File: config.mk
export PLATFORM = sky130hd
export DESIGN_NAME = e15_run_controller
export DESIGN_NICKNAME = d
export VERILOG_FILES = /design/src/rtl/e15_run_controller.sv
export SDC_FILE = /design/constraint.sdc
export NUM_CORES = 1
export LEC_CHECK = 0
export CAP_MARGIN = 10
export CELL_PAD_IN_SITES_DETAIL_PLACEMENT = 1
export CELL_PAD_IN_SITES_GLOBAL_PLACEMENT = 1
export CORE_UTILIZATION = 32
export DETAILED_ROUTE_END_ITERATION = 7
export GPL_ROUTABILITY_DRIVEN = 0
export PLACE_DENSITY_LB_ADDON = 0.1
export REMOVE_ABC_BUFFERS = 1
export SYNTH_ARGS = -nofsm -noshare
export SYNTH_HDL_FRONTEND = slang
export SYNTH_SLANG_ARGS = --single-unit
File: constraint.sdc
create_clock -name clk -period 5.1 [get_ports clk]
set_input_delay 1.02 -clock clk [delete_from_list [all_inputs] [get_ports clk]]
set_output_delay 1.02 -clock clk [all_outputs]
set_load 0.05 [all_outputs]
File: src/rtl/e15_run_controller.sv
// E15 run controller: 16x12 instruction store with a valid/ready loader,
// a free-run/step sequencer and halt/timeout detection.
// Optional breakpoint support is enabled by defining E15_BREAKPOINT_EN.
module e15_run_controller #(
  parameter int unsigned CNT_W      = 8,
  parameter int unsigned MAX_CYCLES = 255
) (
  input  logic             clk,
  input  logic             rst_n,
  input  logic             load_valid,
  output logic             load_ready,
  input  logic [11:0]      load_data,
  input  logic             load_last,
  input  logic             start,
  input  logic             step,
  input  logic             stop,
  input  logic [3:0]       core_pc,
  output logic [11:0]      core_instr,
  output logic             core_en,
  output logic             core_clr,
  output logic [2:0]       state,
  output logic             prog_loaded,
  output logic             timeout,
  output logic [CNT_W-1:0] instr_count
`ifdef E15_BREAKPOINT_EN
  ,
  input  logic             bp_valid,
  input  logic [3:0]       bp_addr,
  output logic             bp_hit
`endif
);

  typedef enum logic [2:0] {
    S_IDLE  = 3'd0,
    S_LOAD  = 3'd1,
    S_CLR   = 3'd2,
    S_RUN   = 3'd3,
    S_PAUSE = 3'd4,
    S_DONE  = 3'd5
  } state_t;

  state_t           state_q, state_d;
  logic [3:0]       wr_ptr_q, wr_ptr_d;
  logic             load_ready_q, load_ready_d;
  logic             prog_loaded_q, prog_loaded_d;
  logic             timeout_q, timeout_d;
  logic [CNT_W-1:0] count_q, count_d;
  logic [11:0]      mem_q [16];

  logic             load_fire;
  logic             halt;
  logic             timeout_hit;
  logic [3:0]       wr_addr;

`ifdef E15_BREAKPOINT_EN
  logic bp_hit_q, bp_hit_d;
  logic bp_match;
  assign bp_match = bp_valid && (core_pc == bp_addr);
  assign bp_hit   = bp_hit_q;
`endif

  assign load_fire   = load_valid && load_ready_q;
  assign wr_addr     = (state_q == S_IDLE) ? 4'd0 : wr_ptr_q;
  assign core_instr  = mem_q[core_pc];
  assign halt        = (core_instr[11:8] == 4'b0000) && (core_instr[3:0] == 4'b0000);
  assign timeout_hit = (MAX_CYCLES != 0) && (count_q >= CNT_W'(MAX_CYCLES));

  assign load_ready  = load_ready_q;
  assign prog_loaded = prog_loaded_q;
  assign timeout     = timeout_q;
  assign instr_count = count_q;
  assign state       = state_q;

  // Next-state, loader bookkeeping and core strobes.
  // load_ready is registered so it rises one cycle after entering IDLE; once a
  // program completes it stays low until a DONE -> IDLE return re-opens loading.
  always_comb begin
    state_d       = state_q;
    wr_ptr_d      = wr_ptr_q;
    load_ready_d  = 1'b0;
    prog_loaded_d = prog_loaded_q;
    timeout_d     = timeout_q;
    count_d       = count_q;
    core_en       = 1'b0;
    core_clr      = 1'b0;
`ifdef E15_BREAKPOINT_EN
    bp_hit_d      = bp_hit_q;
`endif
    case (state_q)
      S_IDLE: begin
        load_ready_d = load_ready_q;
        if (load_fire) begin
          wr_ptr_d = 4'd1;
          if (load_last) begin
            prog_loaded_d = 1'b1;
            load_ready_d  = 1'b0;
          end else begin
            prog_loaded_d = 1'b0;
            load_ready_d  = 1'b1;
            state_d       = S_LOAD;
          end
        end else if (start && prog_loaded_q) begin
          load_ready_d = 1'b0;
          state_d      = S_CLR;
        end else if (!prog_loaded_q) begin
          load_ready_d = 1'b1;
        end
      end
      S_LOAD: begin
        load_ready_d = 1'b1;
        if (load_fire) begin
          wr_ptr_d = wr_ptr_q + 4'd1;
          if (load_last || (wr_ptr_q == 4'hF)) begin
            prog_loaded_d = 1'b1;
            load_ready_d  = 1'b0;
            state_d       = S_IDLE;
          end
        end
      end
      S_CLR: begin
        core_clr  = 1'b1;
        count_d   = '0;
        timeout_d = 1'b0;
`ifdef E15_BREAKPOINT_EN
        bp_hit_d  = 1'b0;
`endif
        state_d   = S_RUN;
      end
      S_RUN: begin
        if (halt) begin
          state_d = S_DONE;
        end else if (timeout_hit) begin
          timeout_d = 1'b1;
          state_d   = S_DONE;
`ifdef E15_BREAKPOINT_EN
        end else if (bp_match) begin
          bp_hit_d = 1'b1;
          state_d  = S_PAUSE;
`endif
        end else if (stop) begin
          state_d = S_PAUSE;
        end else begin
          core_en = 1'b1;
        end
      end
      S_PAUSE: begin
        if (stop) begin
          state_d = S_PAUSE;
        end else if (step) begin
`ifdef E15_BREAKPOINT_EN
          bp_hit_d = 1'b0;
`endif
          if (halt) state_d = S_DONE;
          else      core_en = 1'b1;
        end else if (start) begin
`ifdef E15_BREAKPOINT_EN
          bp_hit_d = 1'b0;
`endif
          state_d = S_CLR;
        end
      end
      S_DONE: begin
        if (start) begin
          state_d = S_CLR;
        end else if (load_valid) begin
          load_ready_d = 1'b1;
          state_d      = S_IDLE;
        end
      end
      default: state_d = S_IDLE;
    endcase
    if (core_en && (count_q != '1)) count_d = count_q + CNT_W'(1);
  end

  // Control state registers.
  always_ff @(posedge clk or negedge rst_n) begin
    if (!rst_n) begin
      state_q       <= S_IDLE;
      wr_ptr_q      <= '0;
      load_ready_q  <= 1'b0;
      prog_loaded_q <= 1'b0;
      timeout_q     <= 1'b0;
      count_q       <= '0;
    end else begin
      state_q       <= state_d;
      wr_ptr_q      <= wr_ptr_d;
      load_ready_q  <= load_ready_d;
      prog_loaded_q <= prog_loaded_d;
      timeout_q     <= timeout_d;
      count_q       <= count_d;
    end
  end

`ifdef E15_BREAKPOINT_EN
  // Breakpoint flag register.
  always_ff @(posedge clk or negedge rst_n) begin
    if (!rst_n) bp_hit_q <= 1'b0;
    else        bp_hit_q <= bp_hit_d;
  end
`endif

  // Instruction store: the first word of a new program blanks every entry so
  // short programs fall through to 12'h000 (halt).
  always_ff @(posedge clk) begin
    if (load_fire) begin
      if (state_q == S_IDLE) begin
        for (int unsigned i = 0; i < 16; i++) mem_q[i[3:0]] <= '0;
      end
      mem_q[wr_addr] <= load_data;
    end
  end

endmodule

## Word level (Yosys, flattened, before mapping)

Memories as Yosys holds them, arrays and structs flattened.
Index checks and enable logic that the tools add are counted.

- Flip-flop bits (word level): 18
- RAM bits: 192
- Output and inout bits: 28
- Word-level logic and storage cells: 95
- Memories: 1

Memories:

| memory | depth | bits a word | read ports | clocked after Yosys merged registers in | wr ports | line | RTL |
|---|---|---|---|---|---|---|---|
| mem_q | 16 | 12 | 1 | 0 | 17 | 48 | `logic [11:0] mem_q [16];` |

- Add/subtract/negate cells: 2
- Magnitude comparators: 1
- Equality and inequality tests: 19
- Mux-type cells: 51
- Reduce and logical (&&, ||, !) cells: 15

Operator list:

| operator | count |
|---|---|
| 3-bit 2-to-1 mux | 14 |
| 1-bit 2-to-1 mux | 26 |
| 3-bit one-hot mux with 6 select lines | 1 |
| 8-bit 2-to-1 mux | 2 |
| 4-bit 2-to-1 mux | 3 |
| 4-bit inequality test, second input constant | 3 |
| 2-bit inequality test, second input constant | 5 |
| 8-bit by 1-bit adder with 8-bit output, second input constant | 1 |
| 8-bit greater-or-equal comparator, second input constant | 1 |
| 4-bit logical NOT | 2 |
| 8-bit inequality test, second input constant | 1 |
| 4-bit one-hot mux with 2 select lines | 1 |
| 8-bit AND reduction | 1 |
| 3-bit by 2-bit == test with 1-bit output, second input constant | 2 |
| 3-bit == test, second input constant | 2 |
| 3-bit inequality test, second input constant | 2 |
| 1-bit one-hot mux with 2 select lines | 3 |
| 3-bit AND reduction | 2 |
| 2-bit nonzero test | 3 |
| 4-bit by 1-bit adder with 4-bit output, second input constant | 1 |
| 4-bit == test, second input constant | 1 |
| 1-bit logical AND | 4 |
| 4-bit by 3-bit inequality test with 1-bit output, second input constant | 1 |
| 4-bit AND reduction | 1 |
| other kinds (5) | 5 |

## Depth between registers and ports, before layout

Gate-level depths: netlist of run 1.
An unclocked memory read counts as a cell.

- Word-level depth: 9
- Depth in mapped cells: 12

## Worst setup path before layout of run 1

No wires, ideal clock.

- Kind: input port to output port
- Start: in core_pc[0]
- End: out core_en
- Arrival time: 3.721 ns
- Setup slack: 0.359 ns
- Stages: 8
- Path buffers: 2
- Cell sequence: buf_6 mux4_1 mux4_2 or3_1 a2111o_1 o31ai_4 buf_6 inv_1

- Word-level cells in the longest chain between the ends: 7
- Elaborated cells on any way between the ends: 9
- Classes of those cells: mux (5); reduce/logical (3); memory (1)

Ends and longest elaborated chain:

| item | line | RTL |
|---|---|---|
| start: declaration | 17 | `input logic [3:0] core_pc,` |
| memory read 16 x 12 bit * | -- |  |
| net core_instr[8] | 18 | `output logic [11:0] core_instr,` |
| 4-bit logical NOT * | 65 | `assign halt = (core_instr[11:8] == 4'b0000) && (core_instr[3:0] == 4'b0000);` |
| 1-bit logical AND * | 65 |  |
| 1-bit 2-to-1 mux | 153 | `if (halt) state_d = S_DONE;` |
| 1-bit 2-to-1 mux | 149 | `end else if (step) begin` |
| 1-bit 2-to-1 mux | 147 | `if (stop) begin` |
| 1-bit one-hot mux with 2 select lines * | 89 | `case (state_q)` |
| end: declaration | 19 | `output logic core_en,` |

The timed path passes the listed nets; every way through them passes the cells marked *.

## Worst setup path in the final report of run 1

- Start: in core_pc[1]
- End: out core_en

- Word-level cells in the longest chain between the ends: 7
- Elaborated cells on any way between the ends: 9
- Classes of those cells: mux (5); reduce/logical (3); memory (1)

Ends and longest elaborated chain:

| item | line |
|---|---|
| memory read 16 x 12 bit * | -- |
| 4-bit logical NOT | 65 |
| 1-bit logical AND * | 65 |
| 1-bit 2-to-1 mux | 153 |
| 1-bit 2-to-1 mux | 149 |
| 1-bit 2-to-1 mux | 147 |
| 1-bit one-hot mux with 2 select lines * | 89 |

Mark *: on every way between the ends. The rest lies on a longest branch, timed or not.

==> run_results.csv, run 1 <==
group,metric,value,unit
outcome,outcome,"completed",
pwr,switching_share,28.94,%
floorplan,die_w,178.4,um
pwr,power.leakage,4.126,nW
setup_path,reg2reg_depth,8,
final_layout,fin_util,38.38,%
floorplan,core,30590,sq um
final_layout,final_nets,789,
synthesis,syn_avg_cell_area,14.15,sq um
floorplan,die_area,31840,sq um
clock_network,clk_latency,0.51,ns
setup_path,cp-end-kind,"output pin",
clock_network,cts_setup_buffers,0,
global_route,grt_usage,17.88,%
clock_network,htree_num_levels,1,
timing,skew,0.008013,ns
setup_path,start_kind,"input port",
place,port_buffers,50,
routing,wirelength,27.64,mm
timing,period_needed,4.989,ns
final_layout,diodes,0,
place,dp_hpwl,18.59,mm
synthesis,synthDistinctLibCells,53,
floorplan,chipHeight,178.4,um
synthesis,synth_xor_area_share,0.08793,%
global_route,grt_pass1_wl,41.11,mm
final_layout,area_growth,17.88,%
floorplan,start_util,32.56,%
final_layout,mostFrequentLayoutCell,"and2_1",
setup_path,cp-startpoint,"core_pc[1]",
setup_path,r2r-start,"mem_q[1][8]",
routing,post_drt_wl_per_cell,23.60,um
synthesis,ys_seq_area_share,62.40,%
synthesis,synth-compound-area-share,5.125,%
timing,setup_viol,0,
clock_network,numCtsBuffers,24,
synthesis,synth_top_area_share,57.88,%
setup_path,cp.arrival,3.97,ns
pwr,intPower,3.340,mW
setup_path,reg2reg_slack,1.90,ns
pwr,seqPwrFrac,47.5,%
clock_network,cts_root_buf,"clkbuf_16",
global_route,grt_pass1_vias,6398,
synthesis,synth-seq-cells,210,
worst_hold_path,hp-class,"register to register",
routing,viasPerCell,5.068,
routing,drc,0,
clock_network,ctsHoldBuffers,0,
setup_path,r2r_end,"instr_count[5]",
setup_path,path_class,"input port to output pin",
pwr,power_frac_comb,19.8,%
timing,final-max-slew-violation-count,0,
synthesis,async_flop_share,8.571,%
global_route,grt_max_degree,33,
floorplan,row_count,64,
clock_network,clk_pin_slew_worst_paths,0.06,ns
timing,rsz0062_at_grt,"false",
timing,fin_crit_sh,97.82,%
timing,tns,0,ns
setup_path,crit_path_max_fanout,21,
pwr,p_sw,1.360,mW
flow_run,drv_cap,0,
pwr,p_per_area,400.2,nW/um^2
timing,slew_headroom,16.44,%
clock_network,post_cts_resize_count,0,
synthesis,synthCells,704,
clock_network,cts_sinks,210,
synthesis,synth_fa_ha_area_share,0.2512,%
synthesis,muxShareOfSynthArea,12.39,%
global_route,antenna_found_initial,0,
synthesis,synth_simple_gate_area_share,17.21,%
routing,ant_nets,0,
synthesis,synth-edff-count,192,
synthesis,synthTopCellsByArea,"edfxtp_1, and2_1, mux4_2",
synthesis,synthFlopType,"edfxtp_1",
global_route,gr-total-overflow,0,
timing,tightest_slew,1.249,ns
timing,finalHoldViolCount,0,
setup_path,endpoint,"core_en",
timing,fmax,0.2005,GHz
routing,first_iter_violations,336,
synthesis,synth_top_family_by_area,"simple AND/OR/NAND/NOR gates",
floorplan,io_pins,51,
final_layout,n_fill_cell,3154,
setup_path,critPathRequiredTime,4.08,ns
pwr,pwr-share-clk,32.6,%
routing,drt-pass1-iter-count,4,
synthesis,yosysTopAreaCell,"edfxtp_1",
clock_network,clk_path_buf_depth,3,
final_layout,mostFrequentLayoutCells,"and2_1, edfxtp_1, buf_4, mux4_2, clkdlybuf4s50_1",
final_layout,drive_gt1_share,16.39,%
pwr,ir_drop,233.8,uV
routing,vias,5935,
synthesis,synth_warnings,0,
clock_network,cts_tree,"done",
synthesis,netlist_area,9961,sq um
## stage by stage
stage                     worst slack (ns)  cells  instance area [sq um]  hold WS [ns]  total power [mW]
after floorplan                     0.4035    654                   9746        0.5318             2.776
after global placement              0.1455   1133                  11050        0.4908             3.195
after detailed placement            0.1507   1133                  11050        0.4938             3.220
after CTS                           0.1154   1170                  11730        0.5126             4.769
after global routing               0.02473   1171                  11740        0.5534             4.894
final                               0.1113   1171                  11740        0.5033             4.699
## critical path, cell delays in order
cell and delay, ns:
clkdlybuf4s50_1 0.66, buf_4 0.37, nor2b_1 0.22, a221oi_1 0.12
or3b_2 0.51, a2111o_1 0.51, o31ai_4 0.24, inv_1 0.10
buf_4 0.20
## cell type report
class / count / area, sq um / share of cell area [%]
Clock buffer: 31 / 648.1 / 5.520
Clock inverter: 6 / 26.28 / 0.2238
Inverter: 10 / 37.54 / 0.3197
Multi-Input combinational cell: 434 / 3502 / 29.83
Sequential cell: 210 / 6216 / 52.94
Tap cell: 396 / 495.5 / 4.220
Timing Repair Buffer: 84 / 815.8 / 6.948
## kinds of logic after synthesis
group,Yosys count
buffers and inverters,60
adder cells (fa/ha/maj),2
flip-flops,210
AND/OR/NAND/NOR,296
AO/OA/AOI/OAI,71
XOR/XNOR,1
multiplexers,64
## Yosys cell counts, types with 3 or more instances
| master | number |
|---|---|
| clkbuf_1 | 42 |
| mux4_1 | 8 |
| a22oi_1 | 6 |
| or3_1 | 7 |
| o21ai_0 | 18 |
| nor2_1 | 29 |
| a22o_1 | 3 |
| nor3_1 | 8 |
| inv_1 | 9 |
| a21oi_1 | 9 |
| nand3_1 | 7 |
| edfxtp_1 | 192 |
| dfrtp_1 | 18 |
| buf_4 | 3 |
| nand2b_1 | 8 |
| nand3b_1 | 3 |
| a221oi_1 | 8 |
| nor2b_1 | 5 |
| mux4_2 | 37 |
| mux2i_1 | 19 |
| and2_1 | 195 |
| nand2_1 | 21 |
| or2_2 | 7 |
## layer usage
metal | GRT usage, % | wire [um]
met5 | 0 | 0
met4 | 5.120 | 634
met3 | 2.217 | 1116
met2 | 31.40 | 13940
met1 | 22.99 | 11950
## power groups by stage
stage / registers, mW / logic [mW] / clock network, mW
2_1_floorplan: 2.29 / 0.487 / 0
3_3_place_gp: 2.26 / 0.936 / 0
3_5_place_dp: 2.27 / 0.949 / 0
4_1_cts: 2.24 / 0.952 / 1.58
5_1_grt: 2.26 / 1.01 / 1.63
6_report: 2.23 / 0.933 / 1.53
## worst min-delay path by stage
stage,startpoint,endpoint,slack (ns),cells after the start
floorplan,wr_ptr_q[1],wr_ptr_q[1],0.53,2
global placement,timeout,timeout,0.49,2
detailed placement,timeout,timeout,0.49,2
CTS,timeout,timeout,0.51,2
global route,timeout,timeout,0.55,2
finish,timeout,timeout,0.50,2
## state kept, by name (all words and copies together), names as in the netlist
register	flops
instr_count	8
load_ready	1
timeout	1
prog_loaded	1
mem_q	192
state	3
wr_ptr_q	4
(Power assumes the default switching activity.)
==> inputs of run 2 (changes only) <==
TNS_END_PERCENT = 10   (was unset)
==> results of run 2 <==
No change in the layout: final DEF, timing and power equal those of run 1.
==> inputs of run 3 (changes only) <==
SLEW_MARGIN = 40   (was unset)
==> run_results.csv, run 3 (synthesis gave the netlist of run 1 again) <==
group,metric,value,unit
setup_path,path_class,"input port to output pin",
timing,skew,0.01221,ns
routing,ant_nets,0,
final_layout,area_growth,18.40,%
floorplan,io_pins,51,
final_layout,mostFrequentLayoutCell,"and2_1",
timing,slew_headroom,54.48,%
floorplan,die_area,31840,sq um
floorplan,die_w,178.4,um
floorplan,chipHeight,178.4,um
outcome,outcome,"completed",
timing,tns,0,ns
timing,fin_crit_sh,96.98,%
clock_network,numCtsBuffers,25,
pwr,ir_drop,238.9,uV
global_route,antenna_found_initial,1,
pwr,p_per_area,404.6,nW/um^2
setup_path,cp-startpoint,"core_pc[1]",
global_route,grt_pass1_wl,41.31,mm
global_route,grt_max_degree,33,
clock_network,htree_num_levels,1,
clock_network,ctsHoldBuffers,0,
pwr,total_power,4.772,mW
floorplan,core,30590,sq um
timing,rsz0062_at_grt,"false",
final_layout,final_nets,789,
floorplan,start_util,32.56,%
final_layout,top_register,"mem_q",
clock_network,cts_root_buf,"clkbuf_16",
pwr,intPower,3.372,mW
place,port_buffers,50,
pwr,pwr-share-clk,33.6,%
timing,tightest_slew,0.6821,ns
setup_path,r2r-start,"mem_q[1][8]",
clock_network,clk_latency,0.52,ns
final_layout,drive_gt1_share,17.18,%
timing,final-max-slew-violation-count,0,
timing,layout_setup_ws,0.1542,ns
clock_network,clk_pin_slew_worst_paths,0.06,ns
clock_network,cts_setup_buffers,0,
global_route,grt_usage,17.96,%
pwr,power_frac_comb,19.6,%
routing,post_drt_wl_per_cell,23.57,um
clock_network,clk_path_buf_depth,3,
clock_network,post_cts_resize_count,0,
timing,fmax,0.2022,GHz
clock_network,cts_tree,"done",
setup_path,cp-end-kind,"output pin",
timing,setup_viol,0,
place,dpl-instance-area,11080,sq um
place,place_ws,0.1514,ns
global_route,gr-total-overflow,0,
clock_network,cts_sinks,210,
routing,viasPerCell,5.052,
global_route,grt_pass1_vias,6419,
timing,period_needed,4.946,ns
pwr,power.leakage,4.136,nW
final_layout,fin_area,11790,sq um
routing,first_iter_violations,332,
pwr,switching_share,29.34,%
final_layout,mostFrequentLayoutCells,"and2_1, edfxtp_1, buf_4, mux4_2, clkdlybuf4s50_1",
routing,vias,5946,
pwr,p_sw,1.400,mW
pwr,seqPwrFrac,46.8,%
place,dp_hpwl,18.63,mm
worst_hold_path,hp-class,"input port to async pin",
routing,drc,0,
setup_path,crit_path_max_fanout,6,
routing,wirelength,27.74,mm
timing,hold_ws,0.4431,ns
setup_path,cp.arrival,3.93,ns
floorplan,row_count,64,
setup_path,critPathRequiredTime,4.08,ns
flow_run,drv_cap,0,
routing,drt-pass1-iter-count,4,
final_layout,largest_reg_flops,192,
setup_path,start_kind,"input port",
timing,finalHoldViolCount,0,
-- run 3: area by class of cell --
type | instances | area, sq um
antenna | 1 | 2.502
fill | 3158 | 18800
sequential | 210 | 6216
clock inverter | 6 | 31.28
multi-input combinational | 434 | 3535
timing repair buffer | 83 | 795.8
tap | 396 | 495.5
clock buffer | 37 | 680.7
inverter | 10 | 37.54
-- run 3: critical path: stages --
cell	delay (ns)
clkdlybuf4s50_1	0.65
mux4_2	0.36
mux4_2	0.52
or3_1	0.39
a2111o_1	0.44
o31ai_4	0.24
inv_1	0.10
buf_4	0.20
-- run 3: worst paths after layout --
check | slack [ns] | end | depth (start not counted)
setup / recovery | 0.15 | core_en | 8
hold / removal | 0.44 | prog_loaded | 1
setup reg to reg | 1.91 | instr_count[5] | 8
hold reg to reg | 0.50 | timeout | 2
max in group asynchronous | 4.33 | instr_count[6] | 1
min in group clk | 0.50 | timeout | 2
-- run 3: power groups by stage --
stage / Sequential (mW) / Clock (mW) / Combinational [mW]
6_report: 2.23 / 1.60 / 0.934
3_3_place_gp: 2.26 / 0 / 0.936
5_1_grt: 2.26 / 1.70 / 1.01
3_5_place_dp: 2.27 / 0 / 0.955
4_1_cts: 2.24 / 1.65 / 0.959
2_1_floorplan: 2.29 / 0 / 0.487
-- run 3: metal layers --
layer | GRT usage (%) | vias up | wire, um
met4 | 4.732 | 0 | 644
met2 | 31.30 | 106 | 13780
met5 | 0 | - | 0
li1 | - | 2731 | -
met1 | 23.05 | 3064 | 12270
met3 | 2.835 | 45 | 1043
-- run 3: through the flow --
step                util, %  instances
finish                38.56       1177
detailed placement    36.22       1133
floorplan                 -        654
global route          38.55       1176
CTS                   38.55       1176
global placement      36.13       1133
